$ cat src/rtl/board_rst_seq.sv
// Board reset sequencer: synchronizes the button and PLL lock, debounces the button,
// and releases the demo system reset a fixed number of cycles after conditions are good.
module board_rst_seq #(
   parameter int SyncStages     = 2,
   parameter int DebounceCycles = 50000,
   parameter int HoldCycles     = 64
) (
   input  logic       clk_sys_i,
   input  logic       rst_sys_i,
   input  logic       btn_rst_ni,
   input  logic       pll_locked_i,
   input  logic       sw_rst_req_i,
   output logic       rst_sys_no,
   output logic [1:0] rst_cause_o,
   output logic [7:0] rst_count_o
);

   localparam int DbWidth   = $clog2(DebounceCycles + 1);
   localparam int HoldWidth = $clog2(HoldCycles + 1);
   localparam logic [DbWidth-1:0]   DbLast   = DbWidth'(DebounceCycles - 1);
   localparam logic [HoldWidth-1:0] HoldLast = HoldWidth'(HoldCycles - 1);

   localparam logic [1:0] WAIT_LOCK = 2'd0;
   localparam logic [1:0] HOLD      = 2'd1;
   localparam logic [1:0] RUN       = 2'd2;

   localparam logic [1:0] CAUSE_BTN  = 2'd1;
   localparam logic [1:0] CAUSE_LOCK = 2'd2;
   localparam logic [1:0] CAUSE_SW   = 2'd3;

   logic [SyncStages-1:0] btn_sync;
   logic [SyncStages-1:0] lock_sync;
   logic                  btn_s;
   logic                  lock_s;
   logic                  db_state;
   logic [DbWidth-1:0]    db_cnt;
   logic [1:0]            state;
   logic [1:0]            next_state;
   logic [HoldWidth-1:0]  hold_cnt;
   logic                  take_exit;
   logic                  exit_run;
   logic [1:0]            exit_cause;
   logic                  sw_block;

   assign btn_s  = btn_sync[SyncStages-1];
   assign lock_s = lock_sync[SyncStages-1];

   always_ff @(posedge clk_sys_i) begin
      if (rst_sys_i) begin
         btn_sync  <= '1;
         lock_sync <= '0;
      end else begin
         btn_sync  <= {btn_sync[SyncStages-2:0], btn_rst_ni};
         lock_sync <= {lock_sync[SyncStages-2:0], pll_locked_i};
      end
   end

   // Flip only after DebounceCycles consecutive samples that disagree with the accepted state.
   always_ff @(posedge clk_sys_i) begin
      if (rst_sys_i) begin
         db_state <= 1'b1;
         db_cnt   <= '0;
      end else if (btn_s == db_state) begin
         db_cnt <= '0;
      end else if (db_cnt == DbLast) begin
         db_state <= btn_s;
         db_cnt   <= '0;
      end else begin
         db_cnt <= db_cnt + DbWidth'(1);
      end
   end

   always_comb begin
      next_state = state;
      take_exit  = 1'b0;
      exit_run   = 1'b0;
      exit_cause = rst_cause_o;
      case (state)
         WAIT_LOCK: begin
            if (lock_s && db_state) next_state = HOLD;
         end
         HOLD: begin
            if (!lock_s) begin
               next_state = WAIT_LOCK;
               take_exit  = 1'b1;
               exit_cause = CAUSE_LOCK;
            end else if (!db_state) begin
               next_state = WAIT_LOCK;
               take_exit  = 1'b1;
               exit_cause = CAUSE_BTN;
            end else if (hold_cnt == HoldLast) begin
               next_state = RUN;
            end
         end
         RUN: begin
            if (!lock_s) begin
               next_state = WAIT_LOCK;
               take_exit  = 1'b1;
               exit_cause = CAUSE_LOCK;
            end else if (!db_state) begin
               next_state = WAIT_LOCK;
               take_exit  = 1'b1;
               exit_cause = CAUSE_BTN;
            end else if (sw_rst_req_i && !sw_block) begin
               next_state = WAIT_LOCK;
               take_exit  = 1'b1;
               exit_cause = CAUSE_SW;
            end
            exit_run = take_exit;
         end
         default: next_state = WAIT_LOCK;
      endcase
   end

   // A request still high when RUN is left stays blocked until it drops, so one long
   // request produces exactly one reset.
   always_ff @(posedge clk_sys_i) begin
      if (rst_sys_i) begin
         state       <= WAIT_LOCK;
         hold_cnt    <= '0;
         rst_sys_no  <= 1'b0;
         rst_cause_o <= 2'd0;
         rst_count_o <= 8'd0;
         sw_block    <= 1'b0;
      end else begin
         state      <= next_state;
         rst_sys_no <= (next_state == RUN);
         if (state == WAIT_LOCK) begin
            hold_cnt <= '0;
         end else if (state == HOLD) begin
            hold_cnt <= hold_cnt + HoldWidth'(1);
         end
         if (take_exit) begin
            rst_cause_o <= exit_cause;
         end
         if (exit_run && (rst_count_o != 8'hFF)) begin
            rst_count_o <= rst_count_o + 8'd1;
         end
         if (!sw_rst_req_i) begin
            sw_block <= 1'b0;
         end else if (exit_run) begin
            sw_block <= 1'b1;
         end
      end
   end

endmodule
$ cat config.mk
export PLATFORM = sky130hd
export DESIGN_NAME = board_rst_seq
export DESIGN_NICKNAME = d
export VERILOG_FILES = /design/src/rtl/board_rst_seq.sv
export SDC_FILE = /design/constraint.sdc
export NUM_CORES = 1
export LEC_CHECK = 0
export CAP_MARGIN = 20
export CORE_AREA = 2 2 61 69
export DETAILED_ROUTE_END_ITERATION = 10
export DIE_AREA = 0 0 63 71
export PLACE_DENSITY = 0.81
export SLEW_MARGIN = 20
export SYNTH_ARGS = -nofsm -noshare
export SYNTH_HDL_FRONTEND = slang
export SYNTH_SLANG_ARGS = --single-unit
$ cat constraint.sdc
create_clock -name clk_sys_i -period 1.95 [get_ports clk_sys_i]
set_input_delay 0.39 -clock clk_sys_i [delete_from_list [all_inputs] [get_ports clk_sys_i]]
set_output_delay 0.39 -clock clk_sys_i [all_outputs]
set_load 0.02 [all_outputs]
==> flow_metrics.tcl <==
set metrics [dict create \
    synthToLayoutAreaGrowth_pct 15.33 \
    synth_edf_count 0 \
    critical_path_class "reg -> out" \
    diodes 0 \
    status "completed" \
    grt_use_total_pct 17.91 \
    clkSinkCount 42 \
    initial_core_util_pct 50.30 \
    ys_ff_latch 42 \
    final_nets 240 \
    p_leak_nw 0.7422 \
    fmax_mhz 564.2 \
    cts_root_buf "clkbuf_8" \
    final_area_mm2 0.002212 \
    place_ws_ns 0.03454 \
    synth_flop_cell "dfxtp_1" \
    clk_latency_ns 0.29 \
    first_pass_iters 4 \
    synthSimpleGateAreaFrac_pct 26.16 \
    timing.final.crit_share_pct 90.89 \
    synth_fa_ha_area_share_pct 4.566 \
    maxCapViolations 0 \
    min_period_ns 1.772 \
    synthCells 209 \
    post_cts_resized 0 \
    slowest_stage "clkdlybuf4s50_1" \
    antenna_found_initial 0 \
    grt_max_degree 15 \
    port_buffers 15 \
    dr_total_vias 1557 \
    muxShareOfSynthArea_pct 1.566 \
    gp_congestion 0.8346 \
    die-area_mm2 0.004473 \
    critPathCaptureType "primary output" \
    yosysWarnings 0 \
    syn_area_mm2 0.001918 \
    drive_gt1_share_pct 7.489 \
    avgViaCountPerCell 5.581 \
    synth_nets 221 \
    worst_slew_pin_slew_ns 0.5774 \
    p_per_area_mw_per_mm2 662.5 \
    cts_setup_buffers 0 \
    placed_area_mm2 0.002127 \
    final_max_slew_viol_count 0 \
    grt_overflow_total 0 \
    synth_compound_area_share_pct 12.13 \
    cts_tree "built" \
    postCtsHoldBufs 0 \
    path_buf_inv 1 \
    synth_top_family_by_area "simple AND/OR/NAND/NOR gates" \
    crit_family "buffers and inverters" \
    slew-limit-headroom_pct 61.36 \
    drt_wl_total_mm 3.649 \
    peakVddDrop_uv 480.7 \
    syn-mean-instance-area_um2 9.177 \
    cpPeakStageDelay_ns 0.65 \
    detail-route-antenna-nets 0 \
    htreeDepth 2 \
    synth_seq_area_share_pct 43.84 \
    drc 0 \
    yosysUniqueCellTypes 43 \
    crit_path_start_kind "flip-flop" \
    cts_made_buffers 5 \
    setup-tns-final_ns 0 \
    cp.arrival_ns 1.38 \
    rsz0062_at_grt "false" \
    dp.final_hpwl_mm 2.536 \
    cts.clk_slew.worst_paths_ns 0.07 \
    setup_viol 0 \
    synth_xor_xnor_area_share_pct 8.676 \
    critical_path_required_ns 1.56 \
    first_iter_violations 60 \
    pin_count 16 \
    timing.final.ws_setup_ns 0.1777 \
    final.fill_count 361 \
    grt_pass1_vias 1441 \
    min_path_type "reg -> reg" \
    crit_chain "clkdlybuf4s50_1" \
    row_count 24 \
    core_mm2 0.003814 \
    wl_per_cell_um 13.08 \
    skew_ns 0.003851 \
    hold_viol 0 \
    grt_pass1_wl_mm 6.285 \
    cts_buffer_depth 2 \
    die_h_um 71 \
    path_max_fanout 7 \
    async_reset_ff_share_pct 0 \
    die_w_um 63 \
]
## synth_stat cells (all sizes together) (4+ instances only)
cell type	n	area, µm²
xnor2	11	96.34
a21oi	10	53.80
ha	7	87.58
and3	6	37.54
dfxtp	42	840.8
nor4	4	25.02
inv	6	22.52
or3	4	25.02
o21ai	9	48.79
clkbuf	4	15.01
nand3	7	35.03
xor2	8	70.07
nor2	24	90.09
nand2	14	52.55
nand4	10	62.56
## flip-flops by register name (all words and copies together) (netlist names)
signal and flops:
btn_sync 2, db_cnt 16, db_state 1, hold_cnt 7, lock_sync 2, rst_cause_o 2
rst_count_o 8, rst_sys_no 1, state 2, sw_block 1
## stage by stage
stage	total power [W]	hold WS (ns)	cells	utilization, %
finish	0.001466	0.4115	279	58.01
global route	0.001525	0.4332	279	58.01
CTS	0.001480	0.4116	279	57.94
detailed placement	0.0009378	0.3944	273	55.77
global placement	0.0009367	0.3910	273	55.77
floorplan	0.0009198	0.3895	209	-
## final timing paths
check                    to  cells after the start  slack (ns)            from
max          rst_count_o[3]                      1        0.18  rst_count_o[3]
min             btn_sync[1]                      1        0.41     btn_sync[0]
max reg2reg  rst_cause_o[1]                      6        0.22        state[1]
min reg2reg     btn_sync[1]                      1        0.41     btn_sync[0]
## where the power goes
part	internal (W)	switching, W	leakage [nW]
logic	0.0000229	0.0000285	0.360
clock network	0.000273	0.000274	0.0431
registers	0.000863	0.00000404	0.339
total	0.00116	0.000307	0.742
## final cells by class
| cell class | count | area (µm²) | share of cell area [%] |
|---|---|---|---|
| Multi-Input combinational cell | 154 | 1021 | 46.15 |
| Sequential cell | 42 | 840.8 | 38.01 |
| Timing Repair Buffer | 19 | 180.2 | 8.145 |
| Clock buffer | 6 | 82.58 | 3.733 |
| Tap cell | 52 | 65.06 | 2.941 |
| Inverter | 6 | 22.52 | 1.018 |
## cells in the final DEF, fill, tap and decap left out, drive strengths merged, types with 2 or more instances in the layout
cell type and instances:
and2 3, o21ai 9, clkdlybuf4s50 15, o311ai 2, nor3 3, nor2b 3
nand2 14, inv 6, nor2 24, and3 6, or2 2, ha 7
a311oi 2, nor4 4, clkbuf 6, nand4 10, buf 4, xnor2 11
o31ai 2, a21oi 10, or3 4, dfxtp 42, and4 3, o41ai 2
or3b 2, nand3 7, mux2i 3, nor4b 2, or4 2, xor2 8
## cells by family (layout without fill, tap and decap cells)
group / Yosys count / in the layout
DFF: 42 / 42
muxes: 3 / 3
and+or+nand+nor: 93 / 93
adders and majority gates: 7 / 7
buffers and inverters: 13 / 31
AOI/OAI and AO/OA: 32 / 32
xor gates and xnor gates: 19 / 19
## routing by layer
metal,wire [µm],GRT usage (%),vias up
met4,78,9.877,0
met1,1624,20.38,734
met2,1806,30.26,32
met3,139,5.087,7
met5,0,0,-
li1,-,-,784
No activity file was read; power rests on OpenSTA's default activity.
